[src/rtl/design_method_driver.sv]
// design_method_driver
//   Caller-side sequencer for a method-style DUT interface made of three
//   methods: start(a,b) is an action, result(c) returns a value and
//   check(d) is an actionvalue. Jobs are queued in a small FIFO. Each job
//   runs start -> result -> check under the RDY/EN rules. The check return
//   value is compared with the expected value of the job. One report is
//   produced per job, and saturating pass/fail counts are kept.
//
// Ports
//   clk_i, rst_ni               clock (rising edge), async active-low reset
//   job_valid_i / job_ready_o   upstream job handshake
//   job_a_i..job_d_i, job_exp_i job arguments and expected check return
//   start_a_o, start_b_o        start arguments
//   stenable_o, rdy_start_i     start enable / ready
//   result_c_o, result_i        result argument / return value
//   rdy_result_i                result ready
//   check_d_o, check_i          check argument / return value
//   chenable_o, rdy_check_i     check enable / ready
//   rpt_valid_o / rpt_ready_i   report handshake
//   rpt_result_o, rpt_pass_o,   captured result, pass flag, timeout flag
//   rpt_timeout_o
//   pass_cnt_o, fail_cnt_o      saturating job counts
module design_method_driver #(
  parameter int W       = 5,
  parameter int DEPTH   = 4,
  parameter int TIMEOUT = 15
) (
  input  logic         clk_i,
  input  logic         rst_ni,
  input  logic         job_valid_i,
  output logic         job_ready_o,
  input  logic [W-1:0] job_a_i,
  input  logic [W-1:0] job_b_i,
  input  logic [W-1:0] job_c_i,
  input  logic [W-1:0] job_d_i,
  input  logic [W-1:0] job_exp_i,
  output logic [W-1:0] start_a_o,
  output logic [W-1:0] start_b_o,
  output logic         stenable_o,
  input  logic         rdy_start_i,
  output logic [W-1:0] result_c_o,
  input  logic [W-1:0] result_i,
  input  logic         rdy_result_i,
  output logic [W-1:0] check_d_o,
  input  logic [W-1:0] check_i,
  output logic         chenable_o,
  input  logic         rdy_check_i,
  output logic         rpt_valid_o,
  input  logic         rpt_ready_i,
  output logic [W-1:0] rpt_result_o,
  output logic         rpt_pass_o,
  output logic         rpt_timeout_o,
  output logic [15:0]  pass_cnt_o,
  output logic [15:0]  fail_cnt_o
);

  localparam int PW = $clog2(DEPTH);
  localparam int CW = PW + 1;
  localparam int TW = $clog2(TIMEOUT + 1);
  localparam int JW = 5 * W;

  typedef enum logic [2:0] {
    ST_IDLE     = 3'd0,
    ST_START    = 3'd1,
    ST_WAIT_RES = 3'd2,
    ST_CHECK    = 3'd3,
    ST_REPORT   = 3'd4
  } state_e;

  state_e          state_q;
  logic [JW-1:0]   mem_q [DEPTH];
  logic [PW-1:0]   wr_ptr_q, rd_ptr_q;
  logic [CW-1:0]   count_q, count_d;
  logic            push_s, pop_s;
  logic [W-1:0]    a_q, b_q, c_q, d_q, exp_q, res_q;
  logic [TW-1:0]   timer_q;
  logic            pass_q, timeout_q;
  logic [15:0]     pass_cnt_q, fail_cnt_q;

  // job_ready comes only from the registered count, so it never depends on a pop this cycle.
  assign job_ready_o = (count_q != CW'(DEPTH));
  assign push_s      = job_valid_i & job_ready_o;
  assign pop_s       = (state_q == ST_IDLE) && (count_q != CW'(0));

  // Next-state value of the FIFO occupancy.
  always_comb begin
    count_d = count_q;
    case ({push_s, pop_s})
      2'b10:   count_d = count_q + CW'(1);
      2'b01:   count_d = count_q - CW'(1);
      default: count_d = count_q;
    endcase
  end

  // FIFO pointers and occupancy. DEPTH is a power of two, so the pointers wrap on their own.
  always_ff @(posedge clk_i or negedge rst_ni) begin
    if (!rst_ni) begin
      wr_ptr_q <= '0;
      rd_ptr_q <= '0;
      count_q  <= '0;
    end else begin
      if (push_s) wr_ptr_q <= wr_ptr_q + PW'(1);
      if (pop_s)  rd_ptr_q <= rd_ptr_q + PW'(1);
      count_q <= count_d;
    end
  end

  // FIFO storage. The entries are qualified by the pointers and count, so they have no reset.
  always_ff @(posedge clk_i) begin
    if (push_s) mem_q[wr_ptr_q] <= {job_a_i, job_b_i, job_c_i, job_d_i, job_exp_i};
  end

  // Sequencer: the working registers, timer, report fields and counters.
  always_ff @(posedge clk_i or negedge rst_ni) begin
    if (!rst_ni) begin
      state_q    <= ST_IDLE;
      a_q        <= '0;
      b_q        <= '0;
      c_q        <= '0;
      d_q        <= '0;
      exp_q      <= '0;
      res_q      <= '0;
      timer_q    <= '0;
      pass_q     <= 1'b0;
      timeout_q  <= 1'b0;
      pass_cnt_q <= 16'd0;
      fail_cnt_q <= 16'd0;
    end else begin
      case (state_q)
        ST_IDLE: begin
          if (pop_s) begin
            {a_q, b_q, c_q, d_q, exp_q} <= mem_q[rd_ptr_q];
            // Clear the report fields so that a job that timed out reports a zero result.
            res_q     <= '0;
            pass_q    <= 1'b0;
            timeout_q <= 1'b0;
            timer_q   <= '0;
            state_q   <= ST_START;
          end
        end
        ST_START: begin
          if (rdy_start_i) begin
            timer_q <= '0;
            state_q <= ST_WAIT_RES;
          end
        end
        ST_WAIT_RES: begin
          if (rdy_result_i) begin
            res_q   <= result_i;
            timer_q <= '0;
            state_q <= ST_CHECK;
          end else if (timer_q == TW'(TIMEOUT - 1)) begin
            timeout_q <= 1'b1;
            pass_q    <= 1'b0;
            state_q   <= ST_REPORT;
          end else begin
            timer_q <= timer_q + TW'(1);
          end
        end
        ST_CHECK: begin
          if (rdy_check_i) begin
            pass_q  <= (check_i == exp_q);
            state_q <= ST_REPORT;
          end else if (timer_q == TW'(TIMEOUT - 1)) begin
            timeout_q <= 1'b1;
            pass_q    <= 1'b0;
            state_q   <= ST_REPORT;
          end else begin
            timer_q <= timer_q + TW'(1);
          end
        end
        ST_REPORT: begin
          if (rpt_ready_i) begin
            if (pass_q) begin
              if (pass_cnt_q != 16'hFFFF) pass_cnt_q <= pass_cnt_q + 16'd1;
            end else begin
              if (fail_cnt_q != 16'hFFFF) fail_cnt_q <= fail_cnt_q + 16'd1;
            end
            state_q <= ST_IDLE;
          end
        end
        default: state_q <= ST_IDLE;
      endcase
    end
  end

  // DUT-facing signals are decoded from the registered state. They are zero
  // outside their owning state, and they drop at once when reset is asserted.
  always_comb begin
    start_a_o   = '0;
    start_b_o   = '0;
    stenable_o  = 1'b0;
    result_c_o  = '0;
    check_d_o   = '0;
    chenable_o  = 1'b0;
    rpt_valid_o = 1'b0;
    case (state_q)
      ST_START: begin
        start_a_o  = a_q;
        start_b_o  = b_q;
        stenable_o = rdy_start_i;
      end
      ST_WAIT_RES: result_c_o = c_q;
      ST_CHECK: begin
        check_d_o  = d_q;
        chenable_o = rdy_check_i;
      end
      ST_REPORT: rpt_valid_o = 1'b1;
      default: begin
        start_a_o = '0;
      end
    endcase
  end

  assign rpt_result_o  = res_q;
  assign rpt_pass_o    = pass_q;
  assign rpt_timeout_o = timeout_q;
  assign pass_cnt_o    = pass_cnt_q;
  assign fail_cnt_o    = fail_cnt_q;

endmodule

[config.mk]
export PLATFORM = sky130hd
export DESIGN_NAME = design_method_driver
export DESIGN_NICKNAME = d
export VERILOG_FILES = /design/src/rtl/design_method_driver.sv
export SDC_FILE = /design/constraint.sdc
export NUM_CORES = 1
export LEC_CHECK = 0
export BUFFER_PORTS_ARGS = -buffer_cell sky130_fd_sc_hd__buf_2
export CORE_ASPECT_RATIO = 0.8
export CORE_MARGIN = 2
export CORE_UTILIZATION = 52
export CTS_BUF_LIST = sky130_fd_sc_hd__clkbuf_4 sky130_fd_sc_hd__clkbuf_8 sky130_fd_sc_hd__clkbuf_16
export DETAILED_ROUTE_END_ITERATION = 10
export PLACE_DENSITY = 0.76
export SYNTH_ARGS = -nofsm -noshare
export SYNTH_HDL_FRONTEND = slang
export SYNTH_SLANG_ARGS = --single-unit
[constraint.sdc]
create_clock -name clk_i -period 2.7 [get_ports clk_i]
set_clock_uncertainty 0.2 [all_clocks]
set_input_delay 0.27 -clock clk_i [delete_from_list [all_inputs] [get_ports clk_i]]
set_output_delay 0.27 -clock clk_i [all_outputs]
set_load 0.02 [all_outputs]
======== Word level (Yosys, flattened, before mapping) ========
Memory sizes are Yosys's and may differ from the RTL's. A register that Yosys moved wholly into a read port is not among the register bits.
Cells that the tools add are included.
word-level totals
  RAM bits ................................ 100
  input port bits ......................... 42
  output and inout bits ................... 63
  logic and storage cells ................. 88
  register bits ........................... 53
  memories kept ........................... 1
memory list
  name   depth  width  read ports  clocked after memory_dff  write ports  RTL line  RTL
  mem_q  4      25     1           1                         1            71        logic [JW-1:0] mem_q [DEPTH];
operators by class
  bitwise operators ....................... 2
  add/subtract/negate cells ............... 7
  mux-type cells .......................... 35
  reductions and logical operators ........ 16
  equality and inequality tests ........... 17
operators with widths
  cell                   count
  $add 16x1->16 const B  2
  $ne 16x16->1 const B   2
  $mux 5                 6
  $mux 4                 5
  $mux 3                 6
  $pmux 4 s4             1
  $reduce_and 4->1       4
  $pmux 3 s5             1
  $mux 1                 12
  $ne 2x2->1 const B     6
  $pmux 5 s2             1
  $reduce_and 3->1       3
  $eq 3x2->1 const B     2
  $pmux 1 s3             2
  $pmux 3 s2             1
  $reduce_bool 3->1      2
  $eq 5x5->1             1
  $add 2x1->2 const B    2
  $add 4x1->4 const B    1
  $eq 4x4->1 const B     1
  $reduce_bool 2->1      2
  $reduce_bool 4->1      1
  $add 3x1->3 const B    1
  $eq 3x1->1 const B     1
  11 further kinds       11

======== Depth between registers and ports, before layout ========
Gate-level depths: netlist (run 1).
  depth in word-level cells ............... 4
  mapped depth ............................ 11
  mapped depth without buffers ............ 10

======== Worst setup path after synthesis (run 1) ========
Ideal clock, no wire load.
  path type ............................... register to register
  from .................................... register state_q[1]
  to ...................................... register count_q[2]
  required time ........................... 2421 ps
  library setup time ...................... 79 ps
  slack ................................... 116 ps
  clock period less this slack ............ 2584 ps
  stages on the path, launching flop included .. 12
  arrival time ............................ 2305 ps
  buffers on the path ..................... 2
  cell sequence ........................... dfrtp_1 -> or2_1 -> or3_1 -> clkbuf_1 -> clkinv_2 -> buf_2 -> ha_1 -> inv_1 -> fa_1 -> xor2_1 -> nor2_1 -> xor2_1
on the way
  word-level cells in the longest chain between the ends .. 4
  elaborated cells on any way between the ends .. 6
  classes of those cells .................. eq/ne (2); mux (1); reduce/logical (3)
ends and longest elaborated chain
  what                                                    RTL line  RTL
  start: declaration                                      70        state_e state_q;
  start signal: assignment                                116       state_q <= ST_IDLE;
  start signal: assignment                                138       state_q <= ST_START;
  start signal: assignment                                144       state_q <= ST_WAIT_RES;
  $logic_not 3->1 *                                       83        assign pop_s = (state_q == ST_IDLE) && (count_q != CW'(0));
  $logic_and 1x1->1 *                                     83
  named net pop_s                                         74        logic push_s, pop_s;
  $eq 2x1->1 / $eq 2x2->1 (equally long branches)         88        case ({push_s, pop_s})
  $pmux 3 s2 / $reduce_bool 2->1 (equally long branches)  --
  end signal: assignment                                  104       count_q <= count_d;
  end: declaration                                        73        logic [CW-1:0] count_q, count_d;
The timed path passes the listed nets; every way through them passes the cells marked *.
A chain may end at the register's enable or synchronous reset.

======== Worst setup path in the final report (run 1) ========
  from .................................... register state_q[1]
  to ...................................... register count_q[2]
on the way
  word-level cells in the longest chain between the ends .. 4
  elaborated cells on any way between the ends .. 6
  classes of those cells .................. eq/ne (2); mux (1); reduce/logical (3)
ends and longest elaborated chain
  what                                                    RTL line
  $logic_not 3->1 *                                       83
  $logic_and 1x1->1 *                                     83
  $eq 2x1->1 / $eq 2x2->1 (equally long branches)         88
  $pmux 3 s2 / $reduce_bool 2->1 (equally long branches)  --
Every way passes the cells marked *; elsewhere a longest branch is shown, timed or not.

==> metrics.txt, run 1 <==
NumNets Final=737; Final Hold Slack=approximately 0.034 ns; DRC violations left=0; Synth Flop Type=edfxtp_1; Util after Layout=around 65%; Hold Vio Cnt, Final=0; GP Congestion=0.809; Tot Pwr=8870 uW; # rows=39; Worst-Margin Slew=0.594 ns; Clock Pin Slew Worst Setup and Hold Paths=0.07 ns; Synth area leaders=edfxtp_1 (40%), dfrtp_1 (26%), mux4_2 (7.8%), nand2_1 (5.0%), xor2_1 (3.3%); Pre-Repair DR Iteration Count=4; Setup crit start=state_q[1]; Area Overhead vs Synth=22.4%; final instance area=between 9000 and 10000 um2; pin count of the biggest net entering global routing=43; status=finished, final reports clean; r2r worst-path depth=9; fin crit share=88.3%; initial antenna violation count=0; full die area=15500 um2; Seq/Total Area, Yosys=between 60 and 70%; Leak Pwr=0.00410 uW; critical path endpoint category=flop; Fmax achieved=0.419 GHz; Sink Count=178; Setup Viol. Count Final=0; total grt overflow=0; # port buffers=104; Worst slew margin=60.4%; vias in the first global route=about 5000; Syn Inst Count=about 540; final wirelength=15700 um; #FFs+latches synth=between 150 and 200; Initial Utilization=about 53%; Die Y=112 um; global-route wire length before repair=25900 um; Root Driver=clkbuf_16; remaining antenna violation count=0; min cycle time layout=2.38 ns; Post-DP HPWL=10000 um; WP data required=between 2 and 3 ns; Total Neg Setup Slack=0 ns; CTS Buf Count=17; Clock Latency Late Sink=0.43 ns; crit start category=flop; worst r2r src=state_q[1]; Mapped Area=7540 um2; H-Tree Depth=4; DR vias/cell=roughly 5.5; Ys Warns=0; final number of max-transition violations=0; Crit path arrival time=2.53 ns; commonest cells in the netlist=edfxtp_1 (100), nand2_1 (100), dfrtp_1 (78), xor2_1 (28); io pins=105; Syn Area/Cell=14.1 um2; PD cells=961 nW/um2; peak supply drop=0.819 mV; post-synth top area share=39.8%; Placement Cell Area=8340 um2; diode count=0; syn_nets=about 590; Worst Path Max Fanout=2; die width=139 um; detailed-route via count=4838; clock buffer depth=2; Worst R2R Setup Slack=0.32 ns; critical path class=flop to flop; total of max-cap violations=0; Core ar.=about 14000 um2; share of layout cells above drive strength 1=26.9%; CTS tree=done; FFs w/ async S/R, synth=43.8%; overall global routing resource usage=a little over a fifth; hold crit path type=input port to flop; Crit Reg-Reg Endpoint=count_q[2]; average routed wire per standard cell=17.8 um; Synth cell types=52; Post-synth EDFFs=100; Critical Path End=count_q[2]; RSZ-0062 raised after global routing=false; most area-hungry cell type in the Yosys netlist=edfxtp_1; Initial DRC Count=roughly 280
-- cell families (layout without fill, tap and decap cells) --
| family | count (synthesis) | after routing | synth area share, % |
|---|---|---|---|
| AO/OA/AOI/OAI | 30 | 30 | 2.84 |
| AND/OR/NAND/NOR | 215 | 215 | 14.8 |
| adder cells (fa/ha/maj) | 10 | 10 | 1.76 |
| multiplexers | 30 | 30 | 8.35 |
| flip-flops | 178 | 178 | 65.7 |
| XOR/XNOR | 40 | 40 | 4.65 |
| buffers and inverters | 33 | 195 | 1.83 |
-- layout make-up --
| type | count | area, um2 |
|---|---|---|
| Clock buffer | 18 | 450 |
| Tap cell | 184 | 230 |
| Fill cell | 1016 | 4980 |
| Multi-Input combinational cell | 325 | 2440 |
| Clock inverter | 14 | 116 |
| Inverter | 12 | 46.3 |
| Sequential cell | 178 | 4960 |
| Timing Repair Buffer | 151 | 981 |
-- registers in the layout, summed over array words and instances, names as in the netlist --
| signal | cells |
|---|---|
| timer_q | 4 |
| count_q | 3 |
| a_q | 5 |
| rpt_pass_o | 1 |
| rpt_result_o | 5 |
| c_q | 5 |
| d_q | 5 |
| b_q | 5 |
| exp_q | 5 |
| rpt_timeout_o | 1 |
| pass_cnt_o | 16 |
| state_q | 3 |
| fail_cnt_o | 16 |
| mem_q | 100 |
| wr_ptr_q | 2 |
| rd_ptr_q | 2 |
-- metrics by stage --
step	cells	setup slack [ns]
after floorplan	536	0.116
after global placement	818	0.434
after detailed placement	818	0.305
after CTS	882	0.308
after global routing	882	0.174
final	882	0.315
-- per-layer routing --
metal / share of wire, % / vias up / global-route usage, %
met5: 0 / - / 0
met4: 0.69 / 0 / 6.19
met3: 6.1 / 16 / 5.68
met2: 49 / 154 / 35.9
met1: 44 / 2413 / 28.4
li1: - / 2255 / -
-- worst min-delay path by stage --
stage                            from        endpoint  cells after the start
final                     rdy_start_i      state_q[1]                      3
after CTS                 rdy_start_i      state_q[1]                      3
after global placement         rst_ni  fail_cnt_o[11]                      1
after detailed placement       rst_ni  fail_cnt_o[11]                      1
after global routing       check_i[2]      rpt_pass_o                      4
after floorplan                rst_ni          a_q[0]                      0
-- worst max-delay path, cell delays in order, from the launching register on --
cell,delay [ns]
dfrtp_1,0.37
or2_1,0.24
or3_1,0.36
clkinv_2,0.07
ha_1,0.17
inv_1,0.06
fa_1,0.37
xor2_1,0.15
nor2_1,0.14
xor2_1,0.17
-- placed cells by master (no fill, tap or decap), drive strengths merged, types with 2 or more instances in the layout --
cell         count
a2111oi          2
a211oi           5
a21oi            9
a31oi            4
and2            26
and3            10
and3b            2
and4             3
and4bb           3
buf            119
clkbuf          18
clkinv           5
clkinvlp         2
dfrtp           78
dlygate4sd3     32
edfxtp         100
ha               9
inv             19
mux2             3
mux4            26
nand2          101
nand2b           3
nand3           22
nand4           11
nand4b           2
nor2             9
nor3             7
nor3b            2
nor4             7
o21ai            2
or3              4
xnor2           12
xor2            28
-- power by group --
part | total, uW | internal, uW | switching [uW]
clock | 2370 | 1260 | 1100
combinational | 2680 | 1130 | 1550
sequential | 3820 | 3540 | 279
-- repair_timing --
action,4_1_cts,5_1_grt
hold buffers,32,0
setup buffers,0,0
gates resized for setup,0,0
endpoints found under the hold margin,146,0
Power figures use the tool's default switching activity.
==> inputs of run 2 (changes only) <==
--- a/config.mk
+++ b/config.mk
@@ -5,6 +5,7 @@
 export SDC_FILE = /design/constraint.sdc
 export NUM_CORES = 1
 export LEC_CHECK = 0
+export ABC_AREA = 1
 export BUFFER_PORTS_ARGS = -buffer_cell sky130_fd_sc_hd__buf_2
 export CORE_ASPECT_RATIO = 0.8
 export CORE_MARGIN = 2
==> run 2 against run 1 <==
  * Non-clock buffer count rose by 1
  * Worst setup slack got worse by 0.066 ns
  * Via count rose by 20%
  * Sequential power fell by 1%
  * Flip-flop and latch count did not move
  * Sequential share of layout area fell by 2.2 points
==> metrics.txt, run 2 <==
pin count of the biggest net entering global routing=52; sw frac=35.9%; CP cell instances=inv_2 -> nand2_1 -> nor2_1 -> nand2_4 -> inv_4 -> ha_1 -> inv_1 -> fa_1 -> a21oi_1 -> o21ai_0 -> xor2_1; crit-path leading delay family=simple AND/OR/NAND/NOR gates; Area Overhead vs Synth=21.0%; Total Neg Setup Slack=0 ns; Initial DRC Count=341; r2r worst-path depth=11; share of layout cells above drive strength 1=18.4%; full die area=16300 um2; DRC violations left=0; PD cells=between 900 and 1000 nW/um2; CP peak stage delay=about 0.46 ns; Internal Power=5900 uW; CP Depth=11; CTS Buf Count=17; WP data required=2.80 ns; # rows=40; Hold Vio Cnt, Final=0; Syn Inst Count=between 800 and 900; hold buffers post-CTS=34; commonest non-fill, non-tap cell in the layout=nand2_1; most frequent cells in the layout=nand2_1 (176), nor2_1 (114), buf_2 (103), edfxtp_1 (100), o21ai_0 (83); Initial Utilization=53.1%; P_sw=~3300 uW; Mapped Area=7940 um2; Critical Path End=count_q[2]; post-synth top area share=37.8%; hold crit path type=input port to flop; CP Buf/Inv Count=3; Post-DP HPWL=10600 um; Core ar.=about 15000 um2; Placed Cells=1086; Fmax achieved=0.408 GHz; number of gates given a new drive strength after cts=0; Synth Area in XOR/XNOR=3.31%; Post-synth EDFFs=100; RSZ-0062 raised after global routing=false; GP Congestion=0.872; complex-gate fraction of the synthesized area=between 8 and 9%; Root Driver=clkbuf_16; initial antenna violation count=1; DR vias/cell=between 5 and 6; simple-gate share of the synthesized area=18.5%; Synth cell types=33; peak supply drop=0.622 mV; overall global routing resource usage=21.6%; remaining antenna violation count=0; io pins=105; commonest cells in the netlist=nand2_1 (176), nor2_1 (118), edfxtp_1 (100), o21ai_0 (83), dfrtp_1 (78); # port buffers=about 100; syn_nets=857; most numerous cell in the Yosys netlist=nand2_1; critical path endpoint category=flop; Worst slew margin=a little under two thirds; Die Y=~110 um; average routed wire per standard cell=14.3 um; final number of max-transition violations=0; Comb pwr share=between 30% and 40%; post-synthesis mux area share=0%; #FFs+latches synth=178; Clock Latency Late Sink=0.42 ns; NumNets Final=1002; Worst R2R Setup Slack=0.25 ns; crit start category=flop; detailed-route via count=5822; Synth area leaders=edfxtp_1 (38%), dfrtp_1 (25%), nand2_1 (8.3%), nor2_1 (5.6%), o21ai_0 (5.2%); Syn Area/Cell=9.87 um2; fin cells=1153; min cycle time layout=2.45 ns; Worst-Margin Slew=about 0.54 ns; Seq/Total Area, Yosys=62.4%; die width=142 um; Crit path arrival time=approximately 2.6 ns; final wirelength=16500 um; Sink Count=178; status=finished, final reports clean; H-Tree Depth=4; Setup Viol. Count Final=0; global-route wire length before repair=around 27000 um; fin crit share=90.8%; max reg flops=100; total of max-cap violations=0; critical path class=flop to flop; Setup crit start=state_q[0]; Clk pwr share=a little over a quarter; Slowest-stage cell, CP=dfrtp_1; worst r2r src=state_q[0]; sequential share of power=41.1%; FFs w/ async S/R, synth=between 40% and 50%; clock buffer depth=2; Post-CTS Setup Bufs=0; Reg with most FFs=mem_q; largest family of logic cells by synthesized area=simple AND/OR/NAND/NOR gates; CTS tree=done; Clock Pin Slew Worst Setup and Hold Paths=0.07 ns; Crit Reg-Reg Endpoint=count_q[2]; Ys Warns=0; Leak Pwr=around 0.0043 uW; Synth Flop Type=edfxtp_1; Synth Area in Adders=1.67%; Worst Path Max Fanout=9; vias in the first global route=5427; Pre-Repair DR Iteration Count=5; most area-hungry cell type in the Yosys netlist=edfxtp_1; total grt overflow=0
run 2: how the worst min path moves through the flow:
stage	start	to	slack [ns]	cells after the start
CTS	rdy_result_i	state_q[1]	0.07	5
detailed placement	rst_ni	a_q[1]	0.09	1
global route	job_valid_i	wr_ptr_q[0]	0.11	4
finish	rdy_result_i	state_q[1]	0.10	5
global placement	rst_ni	a_q[1]	0.09	1
floorplan	rst_ni	a_q[0]	-0.23	0
run 2: routing by layer:
metal	global-route usage (%)	vias up	routed length (um)	part of all wire, %
met3	6.19	19	884	5.3
met1	30.7	2713	7870	48
met4	7.20	0	296	1.8
met2	32.3	146	7480	45
li1	-	2944	-	-
met5	0	-	0	0
run 2: logic make-up (layout without fill, tap and decap cells):
family | after synthesis | in the layout
AOI/OAI and AO/OA | 125 | 125
xor gates and xnor gates | 30 | 30
adders and majority gates | 10 | 10
buffers and inverters | 108 | 266
DFF | 178 | 178
other | 0 | 1
and+or+nand+nor | 354 | 354
run 2: tightest hold or removal path, delay by kind of cell:
kind	cells	cell delay, ns
buffers and inverters	2	0.21
and+or+nand+nor	2	0.12
AOI/OAI and AO/OA	1	0.08
run 2: power by group through the flow:
stage | logic, uW | clock network, uW | registers [uW]
final | 3020 | 2400 | 3780
after global routing | 3430 | 2570 | 3840
after CTS | 3050 | 2450 | 3780
after detailed placement | 2990 | 0 | 3830
after global placement | 2920 | 0 | 3810
after floorplan | 2080 | 0 | 3860
run 2: final cells by class:
type                            count  area, um2
Multi-Input combinational cell    519       2540
Clock inverter                     13        136
Inverter                           82        310
Timing Repair Buffer              152        981
Antenna cell                        1       2.50
Tap cell                          189        236
Fill cell                        1189       5350
Clock buffer                       19        447
Sequential cell                   178       4950
run 2: per-stage QoR:
| step | setup WS [ns] | power [uW] | hold WS (ns) | util [%] | instance area [um2] |
|---|---|---|---|---|---|
| finish | 0.249 | 9200 | 0.101 | 64.2 | 9610 |
| floorplan | 0.133 | 5940 | -0.226 | - | 7940 |
| global route | 0.0923 | 9840 | 0.107 | 64.2 | 9610 |
| detailed placement | 0.278 | 6820 | 0.0910 | 58.1 | 8690 |
| global placement | 0.335 | 6730 | 0.0866 | 58.1 | 8690 |
| CTS | 0.257 | 9280 | 0.0739 | 64.2 | 9610 |
